$ cat src/rtl/maxpool_stream.sv
// Streaming 2x2 binary max-pool: even rows are buffered, odd rows are ORed with the buffer and pair-ORed into one output row.
// Define MAXPOOL_STREAM_SKID_EN for a 2-entry output FIFO with in_ready decoupled from out_ready.
module maxpool_stream #(
  parameter  int IMG_IN_SIZE  = 28,
  parameter  int CHANNELS     = 8,
  localparam int IMG_OUT_SIZE = IMG_IN_SIZE / 2
) (
  input  logic                             clk,
  input  logic                             rst_n,
  input  logic                             in_valid,
  output logic                             in_ready,
  input  logic [CHANNELS*IMG_IN_SIZE-1:0]  in_data,
  input  logic                             in_last,
  output logic                             out_valid,
  input  logic                             out_ready,
  output logic [CHANNELS*IMG_OUT_SIZE-1:0] out_data,
  output logic                             out_last,
  output logic                             frame_err
);
  localparam int CNT_W = (IMG_IN_SIZE > 2) ? $clog2(IMG_IN_SIZE) : 1;
  localparam int IN_W  = CHANNELS * IMG_IN_SIZE;
  localparam int OUT_W = CHANNELS * IMG_OUT_SIZE;
  localparam logic [CNT_W-1:0] LAST_ROW = CNT_W'(IMG_IN_SIZE - 1);
  localparam logic [CNT_W-1:0] LAST_ODD = CNT_W'(2 * IMG_OUT_SIZE - 1);

  logic [CNT_W-1:0] row_cnt_q, row_cnt_d;
  logic [IN_W-1:0]  row_buf_q, row_buf_d;
  logic             frame_err_q, frame_err_d;
  logic             odd_phase, trailing, accept, push, push_last, early_last;
  logic [IN_W-1:0]  vert;
  logic [OUT_W-1:0] pooled;
  logic             unused_cols;

  assign odd_phase  = row_cnt_q[0];
  // Only reachable for odd sizes: the unpaired final row is swallowed.
  assign trailing   = !odd_phase && (row_cnt_q == LAST_ROW);
  assign accept     = in_valid && in_ready;
  assign push       = accept && odd_phase;
  assign early_last = in_last && (row_cnt_q != LAST_ROW);
  assign push_last  = (row_cnt_q == LAST_ODD) && !early_last;
  assign vert       = row_buf_q | in_data;
  assign unused_cols = ^vert;

  genvar gi, gj;
  generate
    for (gi = 0; gi < CHANNELS; gi++) begin : g_ch
      for (gj = 0; gj < IMG_OUT_SIZE; gj++) begin : g_col
        assign pooled[gi*IMG_OUT_SIZE+gj] = vert[gi*IMG_IN_SIZE+2*gj] | vert[gi*IMG_IN_SIZE+2*gj+1];
      end
    end
  endgenerate

  always_comb begin
    row_cnt_d   = row_cnt_q;
    row_buf_d   = row_buf_q;
    frame_err_d = frame_err_q;
    if (accept) begin
      if (in_last || (row_cnt_q == LAST_ROW)) row_cnt_d = '0;
      else                                    row_cnt_d = row_cnt_q + CNT_W'(1);
      if (early_last)                         frame_err_d = 1'b1;
      if (!odd_phase && !trailing)            row_buf_d = in_data;
    end
  end

  always_ff @(posedge clk or negedge rst_n) begin
    if (!rst_n) begin
      row_cnt_q   <= '0;
      row_buf_q   <= '0;
      frame_err_q <= 1'b0;
    end else begin
      row_cnt_q   <= row_cnt_d;
      row_buf_q   <= row_buf_d;
      frame_err_q <= frame_err_d;
    end
  end

  assign frame_err = frame_err_q;

`ifdef MAXPOOL_STREAM_SKID_EN
  logic [1:0]            count_q, count_d;
  logic                  wr_ptr_q, wr_ptr_d, rd_ptr_q, rd_ptr_d;
  logic [1:0][OUT_W-1:0] fifo_data_q, fifo_data_d;
  logic [1:0]            fifo_last_q, fifo_last_d;
  logic                  pop;

  assign pop = (count_q != 2'd0) && out_ready;

  always_comb begin
    count_d     = count_q;
    wr_ptr_d    = wr_ptr_q;
    rd_ptr_d    = rd_ptr_q;
    fifo_data_d = fifo_data_q;
    fifo_last_d = fifo_last_q;
    if (push) begin
      fifo_data_d[wr_ptr_q] = pooled;
      fifo_last_d[wr_ptr_q] = push_last;
      wr_ptr_d              = !wr_ptr_q;
    end
    if (pop) rd_ptr_d = !rd_ptr_q;
    count_d = count_q + 2'(push) - 2'(pop);
  end

  always_ff @(posedge clk or negedge rst_n) begin
    if (!rst_n) begin
      count_q     <= 2'd0;
      wr_ptr_q    <= 1'b0;
      rd_ptr_q    <= 1'b0;
      fifo_data_q <= '0;
      fifo_last_q <= '0;
    end else begin
      count_q     <= count_d;
      wr_ptr_q    <= wr_ptr_d;
      rd_ptr_q    <= rd_ptr_d;
      fifo_data_q <= fifo_data_d;
      fifo_last_q <= fifo_last_d;
    end
  end

  // Depends only on flops, so out_ready never reaches in_ready combinationally.
  assign in_ready  = !odd_phase || (count_q != 2'd2);
  assign out_valid = (count_q != 2'd0);
  assign out_data  = fifo_data_q[rd_ptr_q];
  assign out_last  = fifo_last_q[rd_ptr_q];
`else
  logic             out_valid_q, out_valid_d;
  logic             out_last_q, out_last_d;
  logic [OUT_W-1:0] out_data_q, out_data_d;

  always_comb begin
    out_valid_d = out_valid_q;
    out_last_d  = out_last_q;
    out_data_d  = out_data_q;
    if (push) begin
      out_valid_d = 1'b1;
      out_data_d  = pooled;
      out_last_d  = push_last;
    end else if (out_ready) begin
      out_valid_d = 1'b0;
    end
  end

  always_ff @(posedge clk or negedge rst_n) begin
    if (!rst_n) begin
      out_valid_q <= 1'b0;
      out_last_q  <= 1'b0;
      out_data_q  <= '0;
    end else begin
      out_valid_q <= out_valid_d;
      out_last_q  <= out_last_d;
      out_data_q  <= out_data_d;
    end
  end

  assign in_ready  = !odd_phase || !out_valid_q || out_ready;
  assign out_valid = out_valid_q;
  assign out_data  = out_data_q;
  assign out_last  = out_last_q;
`endif
endmodule

$ cat config.mk
export PLATFORM = sky130hd
export DESIGN_NAME = maxpool_stream
export DESIGN_NICKNAME = d
export VERILOG_FILES = /design/src/rtl/maxpool_stream.sv
export SDC_FILE = /design/constraint.sdc
export NUM_CORES = 1
export LEC_CHECK = 0
export BUFFER_PORTS_ARGS = -buffer_cell sky130_fd_sc_hd__buf_4
export CAP_MARGIN = 0
export CORE_ASPECT_RATIO = 1.2
export CORE_MARGIN = 2
export CORE_UTILIZATION = 35
export CTS_CLUSTER_SIZE = 40
export DETAILED_ROUTE_END_ITERATION = 16
export PLACE_DENSITY = 0.67
export SYNTH_ARGS = -nofsm -noshare
export SYNTH_HDL_FRONTEND = slang
export SYNTH_SLANG_ARGS = --single-unit
$ cat constraint.sdc
create_clock -name clk -period 2.1 [get_ports clk]
set_clock_uncertainty 0.1 [all_clocks]
set_input_delay 0.42 -clock clk [delete_from_list [all_inputs] [get_ports clk]]
set_output_delay 0.42 -clock clk [all_outputs]
set_load 0.005 [all_outputs]
==> impl_table.tex, run 1 <==
\begin{tabular}{lr}
\hline
Metric & Value \\
\hline
\multicolumn{2}{l}{\textbf{Drt}} \\
Number of remaining DRC errors & 0 \\
Average wire length per cell after detail routing & between 15 and 20 microns \\
Total wire length & between 30 and 40 mm \\
Detailed-route vias per instance & between 4 and 5 \\
Routed Antenna Nets & 0 \\
Pre-Repair DR Iteration Count & 6 \\
First-iteration detailed-routing DRC count & about 240 \\
DR vias & $\sim$8,700 \\
\multicolumn{2}{l}{\textbf{Final layout}} \\
Share of the core filled with cells & 0.468 \\
Area growth from synthesis to layout & 32.3\% \\
Fraction of final layout cells with drive strength greater than 1 & 0.615 \\
Nets & between 1,000 and 1,500 \\
Final instance area & 0.0191 sq mm \\
Total of fill cells in the finished design & between 3,000 and 4,000 \\
Layout Cells excl Fill & 1,806 \\
\multicolumn{2}{l}{\textbf{Floorplan}} \\
Cell Rows & roughly 80 \\
Placeable core region & a little over 0.04 sq mm \\
Initial cell density of the core & 0.354 \\
Die boundary width & $\sim$190 microns \\
Die Ht & about 230 microns \\
Die area & $\sim$0.043 sq mm \\
\# IOs & approximately 350 \\
\multicolumn{2}{l}{\textbf{Power}} \\
Net switching component of the power & about 6 mW \\
Power, Total & approximately 24 mW \\
Combinational cell fraction of total power & 0.272 \\
VDD IR-drop max & a little under 0.0007 V \\
Portion of total power attributed to the clock network & 0.286 \\
Design internal power & about 18 mW \\
Switching power as a share of total power & 0.252 \\
P per Cell Area & $\sim$1200 mW/mm\^{}2 \\
Leak Pwr & approximately 8.4 nW \\
Sequential cell fraction of total power & 0.442 \\
\multicolumn{2}{l}{\textbf{STA}} \\
Total of endpoints with negative setup slack in the final report & 0 \\
Maximum operating frequency & 500 MHz \\
Actual slew at the worst max-slew pin & roughly 0.54 ns \\
Remaining max-slew budget at the tightest pin & 0.638 \\
Final critical-path share of the clock period & 0.952 \\
Worst Slack Setup Final & a little over 0.1 ns \\
RSZ-0062 raised after global routing & true \\
Final min period & 2.00 ns \\
Setup Total Neg Slack & 0 ns \\
Worst-case hold slack & approximately 0.032 ns \\
Final Max Slew Viols & 0 \\
Number of hold-slack violations in the final timing report & 0 \\
\multicolumn{2}{l}{\textbf{Outcome}} \\
Run status & finished, final reports clean \\
\multicolumn{2}{l}{\textbf{CTS}} \\
Clock tree from TritonCTS & done \\
Number of buffers inserted during clock tree synthesis & 37 \\
Count of clock tree sinks & between 300 and 400 \\
Clock slew at reported path FFs & approximately 0.06 ns \\
Number of buffers added for setup after CTS & 0 \\
Clock H-tree levels & 2 \\
Buffers from clock root to sink, at most & 3 \\
Library cell used as clock root buffer & sky130\_fd\_sc\_hd\_\_clkbuf\_16 \\
Insertion delay to the later sink of the worst-skew pair & roughly 0.52 ns \\
\multicolumn{2}{l}{\textbf{Global routing}} \\
Global-route usage over all layers & 0.154 \\
First-pass GRT wire length & 52.5 mm \\
Maximum number of pins on one net before global-route repair & between 70 and 80 \\
Vias in the first global route & $\sim$9,700 \\
Initial antenna violation count & 1 \\
Total global routing overflow & 0 \\
\multicolumn{2}{l}{\textbf{Synthesis}} \\
Post-Syn Area per Cell & $\sim$17 sq um \\
Total standard cell area after synthesis & approximately 0.014 sq mm \\
Synth Net Count & around 1,100 \\
\#FFs+latches synth & $\sim$340 \\
Post-synthesis sequential area ratio & 0.597 \\
Number of cells produced by synthesis & 858 \\
Synth Warn \# & 0 \\
Number of different library cells in the post-synthesis netlist & 30 \\
\multicolumn{2}{l}{\textbf{Placement}} \\
Pre-CTS WS & around 0.085 ns \\
DP Wirelength & roughly 24 mm \\
Number of port buffers & 344 \\
Routability cong. & around 0.81 \\
Total cell area at the placement stage & approximately 0.018 sq mm \\
Instance count after placement with tap cells included & approximately 1,700 \\
\multicolumn{2}{l}{\textbf{Worst setup path}} \\
Worst setup EP type & flop \\
Critical path launch point type & flop \\
Critical path data required time & 2.40 ns \\
Signal arrival time at the worst endpoint & roughly 2.3 ns \\
Category of the most critical setup path & reg2reg \\
Highest fanout seen on the critical path & 24 \\
\multicolumn{2}{l}{\textbf{Job}} \\
Max-cap viol count & 0 \\
\multicolumn{2}{l}{\textbf{Min path}} \\
Hold crit path type & in2reg \\
\hline
\end{tabular}
## cells in the final DEF (no fill, tap or decap), types with 7 or more instances in the layout
master | netlist | routed
sky130_fd_sc_hd__buf_12 | 1 | 13
sky130_fd_sc_hd__buf_4 | 1 | 366
sky130_fd_sc_hd__bufinv_16 | 0 | 7
sky130_fd_sc_hd__clkbuf_1 | 0 | 7
sky130_fd_sc_hd__clkbuf_16 | 0 | 37
sky130_fd_sc_hd__clkinv_2 | 0 | 8
sky130_fd_sc_hd__dfrtp_1 | 344 | 344
sky130_fd_sc_hd__mux2_2 | 177 | 177
sky130_fd_sc_hd__mux2_4 | 160 | 160
sky130_fd_sc_hd__or4_1 | 112 | 112
## power groups by stage
| stage | logic (mW) | clock network, mW | registers, mW |
|---|---|---|---|
| 2_1_floorplan | 4.37 | 0 | 10.2 |
| 3_3_place_gp | 6.33 | 0 | 10.5 |
| 3_5_place_dp | 6.54 | 0 | 10.5 |
| 4_1_cts | 6.57 | 7.01 | 10.5 |
| 5_1_grt | 6.97 | 7.26 | 10.8 |
| 6_report | 6.46 | 6.81 | 10.5 |
## final cells by class
class | instances | area, sq um | area share
sequential | 344 | 8610 | 0.451
multi-input combinational | 475 | 5460 | 0.286
timing repair buffer | 382 | 3060 | 0.160
clock buffer | 48 | 1010 | 0.0528
tap | 539 | 674 | 0.0354
clock inverter | 16 | 258 | 0.0135
inverter | 1 | 3.75 | 0.000197
antenna | 1 | 2.50 | 0.000131
## kinds of logic after synthesis
group,count (synthesis),share of synthesized area
AND/OR/NAND/NOR,127,0.0657
buffers and inverters,39,0.0251
adder cells (fa/ha/maj),1,0.000868
flip-flops,344,0.597
multiplexers,337,0.305
AO/OA/AOI/OAI,10,0.00591
## flip-flops by register name, indices dropped and copies added, names as in the netlist
register   cells
out_data     112
row_cnt_q      5
out_valid      1
frame_err      1
row_buf_q    224
out_last       1
## Yosys cell counts
cell,count,area [sq um]
sky130_fd_sc_hd__and2_1,1,6.26
sky130_fd_sc_hd__and4b_1,2,20.0
sky130_fd_sc_hd__and3_1,1,6.26
sky130_fd_sc_hd__mux2_2,177,1990
sky130_fd_sc_hd__nand2_1,2,7.51
sky130_fd_sc_hd__nor4b_1,1,8.76
sky130_fd_sc_hd__nor2_1,1,3.75
sky130_fd_sc_hd__a32o_1,2,20.0
sky130_fd_sc_hd__o211ai_1,1,7.51
sky130_fd_sc_hd__mux2_4,160,2400
sky130_fd_sc_hd__o311ai_0,1,8.76
sky130_fd_sc_hd__or4_1,112,841
sky130_fd_sc_hd__buf_2,12,60.1
sky130_fd_sc_hd__buf_6,24,270
sky130_fd_sc_hd__inv_1,1,3.75
sky130_fd_sc_hd__a21o_1,1,7.51
sky130_fd_sc_hd__a41o_1,1,10.0
sky130_fd_sc_hd__buf_12,1,20.0
sky130_fd_sc_hd__a22o_1,1,8.76
sky130_fd_sc_hd__nor2b_1,2,12.5
sky130_fd_sc_hd__buf_4,1,7.51
sky130_fd_sc_hd__a21boi_0,1,7.51
sky130_fd_sc_hd__nand3b_1,2,15.0
sky130_fd_sc_hd__nand2b_1,1,6.26
sky130_fd_sc_hd__a31oi_1,1,6.26
sky130_fd_sc_hd__ha_1,1,12.5
sky130_fd_sc_hd__a31o_2,1,8.76
sky130_fd_sc_hd__nand3_1,1,5.00
sky130_fd_sc_hd__dfrtp_1,344,8610
sky130_fd_sc_hd__nand4b_2,1,15.0
## what timing repair did
item,4_1_cts,5_1_grt
hold buffers,1,0
gates resized for setup,0,2
setup endpoints to repair,0,35
hold endpoints to repair,41,0
## critical path, stage by stage (launching register included)
cell and delay [ns]:
sky130_fd_sc_hd__dfrtp_1 0.36, sky130_fd_sc_hd__ha_1 0.22, sky130_fd_sc_hd__nand4b_4 0.13, sky130_fd_sc_hd__nand3b_1 0.22, sky130_fd_sc_hd__buf_12 0.27, sky130_fd_sc_hd__buf_16 0.24, sky130_fd_sc_hd__mux2_4 0.32
## worst paths after layout
check / startpoint / to / slack [ns] / cells after the start
min reg2reg: frame_err$_DFFE_PN0P_ / frame_err$_DFFE_PN0P_ / 0.37 / 1
max in group asynchronous: rst_n / row_buf_q[210]$_DFFE_PN0P_ / 0.75 / 3
max reg2reg: row_cnt_q[1]$_DFFE_PN0P_ / row_buf_q[176]$_DFFE_PN0P_ / 0.10 / 6
min in group asynchronous: rst_n / row_buf_q[57]$_DFFE_PN0P_ / 0.31 / 2
min: in_data[106] / row_buf_q[106]$_DFFE_PN0P_ / 0.03 / 2
max: row_cnt_q[1]$_DFFE_PN0P_ / row_buf_q[176]$_DFFE_PN0P_ / 0.10 / 6
## layer usage
metal / GRT usage / vias to the layer above / share of wire
met2: 0.264 / 237 / 0.50
met5: 0 / - / 0
met3: 0.0388 / 63 / 0.060
li1: - / 3988 / -
met4: 0.0603 / 0 / 0.034
met1: 0.186 / 4443 / 0.40
No activity file was read; power rests on OpenSTA's default activity.
==> run 2, diff against run 1 <==
--- a/config.mk
+++ b/config.mk
@@ -8,7 +8,7 @@
 export BUFFER_PORTS_ARGS = -buffer_cell sky130_fd_sc_hd__buf_4
 export CAP_MARGIN = 0
 export CORE_ASPECT_RATIO = 1.2
-export CORE_MARGIN = 2
+export CORE_MARGIN = 10
 export CORE_UTILIZATION = 35
 export CTS_CLUSTER_SIZE = 40
 export DETAILED_ROUTE_END_ITERATION = 16
==> constraint.sdc (replaced) <==
create_clock -name clk -period 2 [get_ports clk]
set_clock_uncertainty 0.1 [all_clocks]
set_input_delay 0.4 -clock clk [delete_from_list [all_inputs] [get_ports clk]]
set_output_delay 0.4 -clock clk [all_outputs]
set_load 0.005 [all_outputs]
==> run 2 against run 1 <==
Net effect: highest routed layer unchanged; clock power grew 1%; design area rose by 5.5%; via count grew 5.7%; combinational power is 10% higher; worst setup slack worse by 0.040 ns.
==> impl_table.tex, run 2 (synthesized netlist as in run 1, its figures left out) <==
\begin{tabular}{lr}
\hline
Metric & Value \\
\hline
\multicolumn{2}{l}{\textbf{Final layout}} \\
Fraction of final layout cells with drive strength greater than 1 & 0.578 \\
Area growth from synthesis to layout & 39.6\% \\
Most frequent cells in the layout & sky130\_fd\_sc\_hd\_\_buf\_4 (375), sky130\_fd\_sc\_hd\_\_dfrtp\_1 (344), sky130\_fd\_sc\_hd\_\_mux2\_2 (176) \\
Total of fill cells in the finished design & 3,465 \\
Share of the core filled with cells & 0.494 \\
Flip-flop count of the largest register, all copies and words added & $\sim$220 \\
Most frequent standard cell in the layout excluding fill and tap cells & sky130\_fd\_sc\_hd\_\_buf\_4 \\
Largest register by flop count & row\_buf\_q \\
Nets & 1,574 \\
\multicolumn{2}{l}{\textbf{STA}} \\
Remaining max-slew budget at the tightest pin & 0.711 \\
Total of endpoints with negative setup slack in the final report & 0 \\
Number of hold-slack violations in the final timing report & 0 \\
Setup Total Neg Slack & 0 ns \\
RSZ-0062 raised after global routing & false \\
Final critical-path share of the clock period & 0.969 \\
Actual slew at the worst max-slew pin & around 0.43 ns \\
Final Max Slew Viols & 0 \\
Maximum operating frequency & slightly above 500 MHz \\
Worst-case hold slack & around 0.024 ns \\
Final min period & slightly below 2 ns \\
Worst Slack Setup Final & 0.0617 ns \\
\multicolumn{2}{l}{\textbf{Placement}} \\
Number of port buffers & 344 \\
DP Wirelength & 27.3 mm \\
Routability cong. & a little under 0.8 \\
Pre-CTS WS & 0.0858 ns \\
\multicolumn{2}{l}{\textbf{Global routing}} \\
Initial antenna violation count & 3 \\
Total global routing overflow & 0 \\
First-pass GRT wire length & slightly below 60 mm \\
Global-route usage over all layers & 0.149 \\
Maximum number of pins on one net before global-route repair & 52 \\
Vias in the first global route & approximately 10,000 \\
\multicolumn{2}{l}{\textbf{Worst setup path}} \\
Reg-to-reg startpoint & row\_cnt\_q[1]\$\_DFFE\_PN0P\_ \\
R2r setup slk & approximately 0.070 ns \\
Category of the most critical setup path & reg2out \\
FF-to-FF path depth & 6 \\
Highest fanout seen on the critical path & 5 \\
Critical path data required time & 1.50 ns \\
End of the worst register-to-register path & row\_buf\_q[88]\$\_DFFE\_PN0P\_ \\
Signal arrival time at the worst endpoint & 1.44 ns \\
Critical path launch point type & flop \\
Worst setup EP type & primary output \\
\multicolumn{2}{l}{\textbf{CTS}} \\
Insertion delay to the later sink of the worst-skew pair & 0.52 ns \\
Buffers from clock root to sink, at most & 3 \\
Clock tree from TritonCTS & done \\
Clock slew at reported path FFs & approximately 0.060 ns \\
Library cell used as clock root buffer & sky130\_fd\_sc\_hd\_\_clkbuf\_16 \\
Number of buffers inserted during clock tree synthesis & 37 \\
Clock H-tree levels & 2 \\
Count of clock tree sinks & $\sim$340 \\
\multicolumn{2}{l}{\textbf{Drt}} \\
Number of remaining DRC errors & 0 \\
First-iteration detailed-routing DRC count & approximately 340 \\
Detailed-route vias per instance & between 4 and 5 \\
DR vias & between 9,000 and 10,000 \\
Total wire length & $\sim$37 mm \\
Pre-Repair DR Iteration Count & 4 \\
Average wire length per cell after detail routing & around 20 microns \\
Routed Antenna Nets & 0 \\
\multicolumn{2}{l}{\textbf{Min path}} \\
Startpoint of the tightest hold check path & in\_data[211] \\
Worst Hold Depth & 2 \\
Hold crit path type & in2reg \\
End of the worst hold path & row\_buf\_q[211]\$\_DFFE\_PN0P\_ \\
\multicolumn{2}{l}{\textbf{Floorplan}} \\
Die area & approximately 0.050 sq mm \\
Placeable core region & between 0.04 and 0.05 sq mm \\
\# IOs & about 350 \\
Die boundary width & roughly 210 microns \\
Initial cell density of the core & 0.354 \\
Cell Rows & 81 \\
Die Ht & roughly 240 microns \\
\multicolumn{2}{l}{\textbf{Outcome}} \\
Run status & finished, final reports clean \\
\multicolumn{2}{l}{\textbf{Power}} \\
VDD IR-drop max & 0.000770 V \\
P per Cell Area & around 1200 mW/mm\^{}2 \\
Leak Pwr & between 8 and 9 nW \\
\multicolumn{2}{l}{\textbf{Job}} \\
Max-cap viol count & 0 \\
\hline
\end{tabular}
-- run 2: cell count changes in the layout (fill, tap and decap cells not counted), sizes merged --
cell,delta
buf,+15
bufinv,-5
clkbuf,+10
clkinv,-3
diode,+2
dlygate4sd3,+88
inv,+2
-- run 2: worst max-delay path by stage --
stage                                  start                    endpoint
floorplan           row_cnt_q[0]$_DFFE_PN0P_   row_buf_q[28]$_DFFE_PN0P_
global placement    row_cnt_q[1]$_DFFE_PN0P_   row_buf_q[91]$_DFFE_PN0P_
detailed placement  row_cnt_q[1]$_DFFE_PN0P_  row_buf_q[146]$_DFFE_PN0P_
CTS                 row_cnt_q[0]$_DFFE_PN0P_                    in_ready
global route        row_cnt_q[1]$_DFFE_PN0P_  row_buf_q[147]$_DFFE_PN0P_
finish              row_cnt_q[0]$_DFFE_PN0P_                    in_ready
-- run 2: final cells by class --
| type | count | area [sq um] | area share |
|---|---|---|---|
| antenna | 3 | 7.51 | 0.000373 |
| inverter | 1 | 3.75 | 0.000187 |
| timing repair buffer | 485 | 4130 | 0.205 |
| multi-input combinational | 475 | 5450 | 0.271 |
| tap | 539 | 674 | 0.0335 |
| clock inverter | 10 | 110 | 0.00547 |
| clock buffer | 58 | 1130 | 0.0560 |
| sequential | 344 | 8610 | 0.428 |
-- run 2: metrics by stage --
| step | area, sq um | power [mW] | instances |
|---|---|---|---|
| after floorplan | 14400 | 15.3 | 858 |
| after global placement | 17900 | 17.8 | 1753 |
| after detailed placement | 17900 | 18.1 | 1753 |
| after CTS | 20100 | 25.4 | 1909 |
| after global routing | 20100 | 26.5 | 1915 |
| final | 20100 | 25.1 | 1915 |
-- run 2: what timing repair did --
action / 4_1_cts / 5_1_grt
hold endpoints to repair: 120 / 1
buffers inserted: 0 / 2
hold buffers: 88 / 1
endpoints found under the setup margin: 0 / 3
gates resized for setup: 0 / 3
-- run 2: worst max-delay path: stages (launching register included) --
cell                       delay, ns
sky130_fd_sc_hd__dfrtp_1        0.38
sky130_fd_sc_hd__buf_4          0.15
sky130_fd_sc_hd__nand3b_1       0.21
sky130_fd_sc_hd__buf_4          0.18
-- run 2: report_power, final --
| group | total (mW) | switching (mW) | leakage [nW] | internal, mW |
|---|---|---|---|---|
| clock network | 6.90 | 2.75 | 0.608 | 4.15 |
| logic | 7.13 | 2.30 | 4.46 | 4.83 |
| registers | 11.1 | 1.42 | 3.76 | 9.64 |
| total | 25.1 | 6.47 | 8.84 | 18.6 |
-- run 2: per-layer routing --
layer | routed length, microns | share of wire | up-vias | global-route usage
li1 | - | - | 4214 | -
met2 | 19200 | 0.51 | 239 | 0.257
met3 | 2020 | 0.054 | 67 | 0.0341
met1 | 14900 | 0.40 | 4711 | 0.176
met4 | 1170 | 0.031 | 0 | 0.0546
met5 | 0 | 0 | - | 0
